$ cat config.mk
export PLATFORM = sky130hd
export DESIGN_NAME = sat_alu_pipe
export DESIGN_NICKNAME = d
export VERILOG_FILES = /design/src/rtl/sat_alu_pkg.sv /design/src/rtl/sat_add_core.sv /design/src/rtl/sat_alu_pipe.sv
export SDC_FILE = /design/constraint.sdc
export NUM_CORES = 1
export LEC_CHECK = 0
export BUFFER_PORTS_ARGS = -buffer_cell sky130_fd_sc_hd__clkbuf_2
export CAP_MARGIN = 20
export CORE_UTILIZATION = 50
export DETAILED_ROUTE_END_ITERATION = 12
export PLACE_DENSITY = 0.76
export SLEW_MARGIN = 25
export SYNTH_ARGS = -nofsm -noshare
export SYNTH_HDL_FRONTEND = slang
export SYNTH_SLANG_ARGS = --single-unit
export TNS_END_PERCENT = 30
$ cat constraint.sdc
create_clock -name clk -period 3.1 [get_ports clk]
set_input_delay 0.155 -clock clk [delete_from_list [all_inputs] [get_ports clk]]
set_output_delay 0.155 -clock clk [all_outputs]
set_load 0.02 [all_outputs]
$ cat src/rtl/sat_alu_pkg.sv
// Shared types and helpers for the saturating add/sub/accumulate pipeline.
// Latency: n/a (types and constant functions only).
// Backpressure: n/a.
package sat_alu_pkg;

   // Operation encoding as presented on the op port
   typedef enum logic [1:0] {
      OP_ADD  = 2'b00,
      OP_SUB  = 2'b01,
      OP_ACC  = 2'b10,
      OP_LOAD = 2'b11
   } op_e;

   // Result flags travelling alongside the saturated value
   typedef struct packed {
      logic zr;
      logic neg;
      logic ov;
   } flags_t;

   // Widest operand the helper functions can describe
   localparam int SAT_MAX_W = 64;

   // Largest positive two's-complement value of width w (0 followed by all 1s)
   function automatic logic [SAT_MAX_W-1:0] sat_max(input int unsigned w);
      return (SAT_MAX_W'(1) << (w - 1)) - SAT_MAX_W'(1);
   endfunction

   // Most negative two's-complement value of width w (1 followed by all 0s)
   function automatic logic [SAT_MAX_W-1:0] sat_min(input int unsigned w);
      return SAT_MAX_W'(1) << (w - 1);
   endfunction

endpackage

$ cat src/rtl/sat_add_core.sv
// Saturating two's-complement adder a + b + cin with Z/N/V flags.
// Latency: purely combinational.
// Backpressure: none; the caller decides when the result is captured.
module sat_add_core
   import sat_alu_pkg::*;
#(
   parameter int WIDTH = 16
) (
   input  logic [WIDTH-1:0] a,
   input  logic [WIDTH-1:0] b,
   input  logic             cin,
   output logic [WIDTH-1:0] res,
   output flags_t           flags
);

   localparam int              MSB   = WIDTH - 1;
   localparam logic [WIDTH-1:0] MAX_V = WIDTH'(sat_max(WIDTH));
   localparam logic [WIDTH-1:0] MIN_V = WIDTH'(sat_min(WIDTH));

   logic [WIDTH-1:0] sum;
   logic             ovf;

   // Wrapping add, overflow detect from operand/result signs, then clamp
   always_comb begin
      sum       = a + b + WIDTH'(cin);
      // Same-signed operands whose sum flips sign have overflowed; b is
      // already inverted for subtraction, so SUB of MIN is covered too.
      ovf       = (a[MSB] == b[MSB]) && (sum[MSB] != a[MSB]);
      res       = sum;
      flags.zr  = (sum == '0);
      flags.neg = sum[MSB];
      flags.ov  = 1'b0;
      if (ovf) begin
         // Overflow direction follows the sign of the operands
         res       = a[MSB] ? MIN_V : MAX_V;
         flags.ov  = 1'b1;
         flags.neg = a[MSB];
         flags.zr  = 1'b0;
      end
   end

endmodule

$ cat src/rtl/sat_alu_pipe.sv
// Two-stage saturating ADD/SUB/ACC/LOAD unit with accumulator, Z/N/V flags and optional sticky overflow (SAT_ALU_STICKY_OV_EN).
// Latency: result valid two edges after the op is offered (S1 register, then S2 output register); 1 op/cycle.
// Backpressure: out_rdy low stalls S2, then S1; in_rdy drops once both stages hold ops, nothing is dropped.
module sat_alu_pipe
   import sat_alu_pkg::*;
#(
   parameter int WIDTH = 16
) (
   input  logic             clk,
   input  logic             rst,
   input  logic             in_vld,
   output logic             in_rdy,
   input  logic [1:0]       op,
   input  logic [WIDTH-1:0] in1,
   input  logic [WIDTH-1:0] in2,
   output logic             out_vld,
   input  logic             out_rdy,
   output logic [WIDTH-1:0] out,
   output logic             zr,
   output logic             neg,
   output logic             ov,
   output logic [WIDTH-1:0] acc,
   input  logic             ov_clr,
   output logic             ov_sticky
);

   // Stage 1: captured operation
   logic             s1_vld_q,  s1_vld_d;
   op_e              s1_op_q,   s1_op_d;
   logic [WIDTH-1:0] s1_in1_q,  s1_in1_d;
   logic [WIDTH-1:0] s1_in2_q,  s1_in2_d;

   // Stage 2: presented result and architectural accumulator
   logic             out_vld_q, out_vld_d;
   logic [WIDTH-1:0] out_q,     out_d;
   flags_t           flags_q,   flags_d;
   logic [WIDTH-1:0] acc_q,     acc_d;

   // Handshake terms
   logic s2_adv;
   logic s1_adv;
   logic accept;
   logic xfer;

   // Adder core operands and result
   logic [WIDTH-1:0] core_a;
   logic [WIDTH-1:0] core_b;
   logic             core_cin;
   logic [WIDTH-1:0] core_res;
   flags_t           core_flags;

   // Stall chain: a stage may move when the stage after it can take its contents
   always_comb begin
      s2_adv = ~out_vld_q | out_rdy;
      s1_adv = ~s1_vld_q | s2_adv;
      in_rdy = ~rst & s1_adv;
      accept = in_vld & in_rdy;
      xfer   = s1_vld_q & s2_adv;
   end

   // Route S1 operands onto the single adder; LOAD passes in1 through as in1 + 0
   always_comb begin
      core_a   = s1_in1_q;
      core_b   = s1_in2_q;
      core_cin = 1'b0;
      unique case (s1_op_q)
         OP_ADD: begin
            core_b = s1_in2_q;
         end
         OP_SUB: begin
            core_b   = ~s1_in2_q;
            core_cin = 1'b1;
         end
         OP_ACC: begin
            // acc already reflects every older ACC/LOAD: they updated it on
            // their own S1->S2 edge, which precedes this op's.
            core_a = acc_q;
            core_b = s1_in1_q;
         end
         OP_LOAD: begin
            core_b = '0;
         end
         default: begin
            core_b = s1_in2_q;
         end
      endcase
   end

   sat_add_core #(
      .WIDTH (WIDTH)
   ) u_core (
      .a     (core_a),
      .b     (core_b),
      .cin   (core_cin),
      .res   (core_res),
      .flags (core_flags)
   );

   // Stage 1 next state: capture on acceptance, empty when it drains with nothing new
   always_comb begin
      s1_vld_d = s1_vld_q;
      s1_op_d  = s1_op_q;
      s1_in1_d = s1_in1_q;
      s1_in2_d = s1_in2_q;
      if (s1_adv) begin
         s1_vld_d = accept;
      end
      if (accept) begin
         s1_op_d  = op_e'(op);
         s1_in1_d = in1;
         s1_in2_d = in2;
      end
   end

   // Stage 2 next state: result, flags and accumulator move only on a real transfer
   always_comb begin
      out_vld_d = out_vld_q;
      out_d     = out_q;
      flags_d   = flags_q;
      acc_d     = acc_q;
      if (s2_adv) begin
         out_vld_d = s1_vld_q;
      end
      if (xfer) begin
         out_d   = core_res;
         flags_d = core_flags;
         if ((s1_op_q == OP_ACC) || (s1_op_q == OP_LOAD)) begin
            acc_d = core_res;
         end
      end
   end

   // Pipeline registers; reset discards anything in flight
   always_ff @(posedge clk) begin
      if (rst) begin
         s1_vld_q  <= 1'b0;
         s1_op_q   <= OP_ADD;
         s1_in1_q  <= '0;
         s1_in2_q  <= '0;
         out_vld_q <= 1'b0;
         out_q     <= '0;
         flags_q   <= '0;
         acc_q     <= '0;
      end else begin
         s1_vld_q  <= s1_vld_d;
         s1_op_q   <= s1_op_d;
         s1_in1_q  <= s1_in1_d;
         s1_in2_q  <= s1_in2_d;
         out_vld_q <= out_vld_d;
         out_q     <= out_d;
         flags_q   <= flags_d;
         acc_q     <= acc_d;
      end
   end

`ifdef SAT_ALU_STICKY_OV_EN
   logic ov_sticky_q, ov_sticky_d;

   // Sticky overflow: set by any overflowing transfer, which beats a same-cycle clear
   always_comb begin
      ov_sticky_d = (xfer & core_flags.ov) | (ov_sticky_q & ~ov_clr);
   end

   // Sticky overflow register
   always_ff @(posedge clk) begin
      if (rst) begin
         ov_sticky_q <= 1'b0;
      end else begin
         ov_sticky_q <= ov_sticky_d;
      end
   end

   assign ov_sticky = ov_sticky_q;
`else
   // Feature absent: port kept for a stable interface, clear input has no effect
   logic unused_ov_clr;
   assign unused_ov_clr = ov_clr;
   assign ov_sticky     = 1'b0;
`endif

   assign out_vld = out_vld_q;
   assign out     = out_q;
   assign zr      = flags_q.zr;
   assign neg     = flags_q.neg;
   assign ov      = flags_q.ov;
   assign acc     = acc_q;

endmodule

==> metrics.txt <==
asr flop ratio synth=0%; I/O pins=between 70 and 80; syn_nets=560; Least-Margin Pin Slew=0.7815 ns; CP required=3.39 ns; Slew Viols, Final=0; Crit Path Max Fanout=4; Max Freq=0.3254 GHz; Area contributors post-synth=dfxtp_1, nand2_1, nand3b_1; Final Util=68.09%; Setup Viol. Count Final=0; total CTS buffers=9; vias per inst=5.394; nets=664; Fin. Hold Viols=0; flops & latches, synth=70; ys flop type=dfxtp_1; fraction of layout cells with a size suffix above 1=approximately 28%; WS Path Type=reg2reg; post-synth cell types=54; largest area contributor in the netlist=dfxtp_1; filler cell count=roughly 640; clock network fraction of design power=33.5%; crit path from=s1_op_q[1]; GRT Resource Usage Total=24.04%; R2R setup slack=0.03 ns; vias in the first global route=between 3000 and 4000; CP Launch Type=register; 1st-iter DRT viols=196; Comb pwr share=29.9%; Worst slew margin=47.55%; layout overhead on the synthesized area=30.38%; Reg clk slew, reported paths=0.08 ns; Residual DRC=0; min-delay worst type=in2reg; CTS HTree Levels=3; core area=7767 sq um; Routed Antenna Nets=0; Starting Density=52.22%; Critical Path AT=3.36 ns; port bufs=74; hold path startpoint=in1[14]; pin count of the biggest net entering global routing=41; leakage dissipation=approximately 2.3 nW; Synthesis Warnings=0; syn_area_per_cell=8.032 sq um; Sw Ratio=30.26%; placement row count=32; register area share after synthesis=between 30% and 40%; total power=0.002749 W; post-synth top area share=approximately a third; Ant. Diodes=0; die span in y=between 90 and 100 um; Overflow after GRT=0; P_sw=between 0.0008 and 0.0009 W; setup repair after global routing missed its margin=yes; clock buffer depth=2; Clock Sink Count=70; Tcrit/Tclk final=slightly below 100%; clk_lat worst skew=0.35 ns; initial antenna violation count=0; per-cell routed wire length=roughly 15 um; status=completed; CTS tree=built; sequential power share=36.6%; Worst setup EP type=register; router iterations before antenna repair=5; fin cells=716; root buffer cell=clkbuf_8; DIE WIDTH=92.07 um; Placer Congestion=0.9137; final WL=10410 um; Pint=0.001917 W; Max Cap Viol=0; DP HPWL=7140 um; worst vdd ir=0.2398 mV; Mapped Cells=505; pwr dens=a little over 500 nW/um^2; first-pass GRT wire length=between 15000 and 20000 um; Post-synth EDFFs=0; Mapped Area=4056 sq um; Die Footprint=8477 sq um; reg-to-reg startpoint=s1_op_q[1]; dpl cells=669; worst clock skew=0.008292 ns; via count=3862; min Tclk post-route=a little over 3 ns
[cells in the mapped netlist (4+ instances only)]
library cell and number:
nor3_1 9, o22ai_1 15, nand2b_1 5, or3_1 4, buf_2 7, xnor2_1 26, a211oi_1 24, a21oi_1 27
nand3b_1 36, nand4_1 4, ha_1 14, inv_1 5, o21ai_1 5, nand3_1 4, nor2_1 46, a21o_1 5
dfxtp_1 70, o21ai_0 4, clkbuf_1 23, nor2b_1 8, mux2_2 16, nand2_1 100
[cell families after synthesis]
| group | Yosys count | synth area share [%] |
|---|---|---|
| other cells | 1 | 0.09245 |
| compound gates | 99 | 16.26 |
| flops | 70 | 34.55 |
| xor+xnor | 27 | 5.830 |
| fa+ha+maj | 16 | 5.305 |
| mux | 18 | 4.935 |
| buf+inv | 43 | 4.842 |
| simple gates | 231 | 28.19 |
[cell usage in the layout (no fill, tap or decap), types with 18 or more instances in the layout]
cell type,instances
nand2_1,99
clkbuf_2,74
dfxtp_1,68
nor2_1,45
nand3b_1,36
xnor2_1,26
buf_4,26
dlygate4sd3_1,25
a211oi_1,23
a21oi_1,18
[flip-flops by register name, indices dropped and copies added, names as in the netlist]
signal / cells
zr: 1
out_vld: 1
s1_op_q: 2
s1_in1_q: 16
acc: 16
out: 16
s1_in2_q: 16
ov: 1
s1_vld_q: 1
[worst paths after layout]
path / end / cells after the start
setup / recovery: acc[12] / 13
hold / removal: s1_in1_q[14] / 3
setup reg to reg: acc[12] / 13
hold reg to reg: out[10] / 2
[metrics by stage]
step | area [sq um] | setup slack [ns] | TNS [ns] | hold WS (ns)
after floorplan | 4075 | 0.02767 | 0 | 0.2540
after global placement | 4583 | 0.03265 | 0 | 0.3392
after detailed placement | 4583 | -0.04774 | -0.09279 | 0.3424
after CTS | 5094 | 0.01125 | 0 | 0.001224
after global routing | 5289 | -0.09569 | -0.9157 | 0.005031
final | 5289 | 0.02678 | 0 | 0.01095
[repair_timing]
action                                  CTS  global route
gates resized for setup                   4            34
endpoints found under the hold margin    25             0
setup buffers                             0             4
endpoints found under the setup margin   16            34
pin swaps                                 3            12
gates cloned                              0             2
hold buffers                             25             0
[cell type report]
| type | instances | area [sq um] | share of cell area [%] |
|---|---|---|---|
| Timing Repair Buffer | 130 | 872.1 | 16.49 |
| Clock buffer | 13 | 158.9 | 3.004 |
| Inverter | 5 | 18.77 | 0.3549 |
| Tap cell | 102 | 127.6 | 2.413 |
| Sequential cell | 70 | 1404 | 26.54 |
| Clock inverter | 3 | 90.09 | 1.703 |
| Multi-Input combinational cell | 393 | 2618 | 49.49 |
[layer usage]
layer	track usage [%]	vias up	part of all wire [%]
li1	-	1971	-
met1	33.79	1745	48
met2	37.44	131	45
met3	3.731	15	4.4
met4	7.943	0	1.8
met5	0	-	0
[power by group through the flow]
stage	combinational [W]	clock (W)	sequential (W)
floorplan	0.000502	0	0.00104
global placement	0.000707	0	0.00102
detailed placement	0.000716	0	0.00102
CTS	0.000749	0.000929	0.00100
global route	0.000904	0.000973	0.00101
finish	0.000822	0.000920	0.00101
[worst max-delay path, cell delays in order (launching register included)]
cell and delay (ns):
dfxtp_2 0.33, nor2b_4 0.19, mux2_4 0.32, fa_2 0.40, inv_2 0.07, fa_2 0.22, nor2b_4 0.06, o2111ai_4 0.24
nand3_4 0.13, a2111oi_4 0.30, or3b_4 0.20, nor2_2 0.05, or3_4 0.37, a21oi_2 0.13
Power figures use the tool's default switching activity.
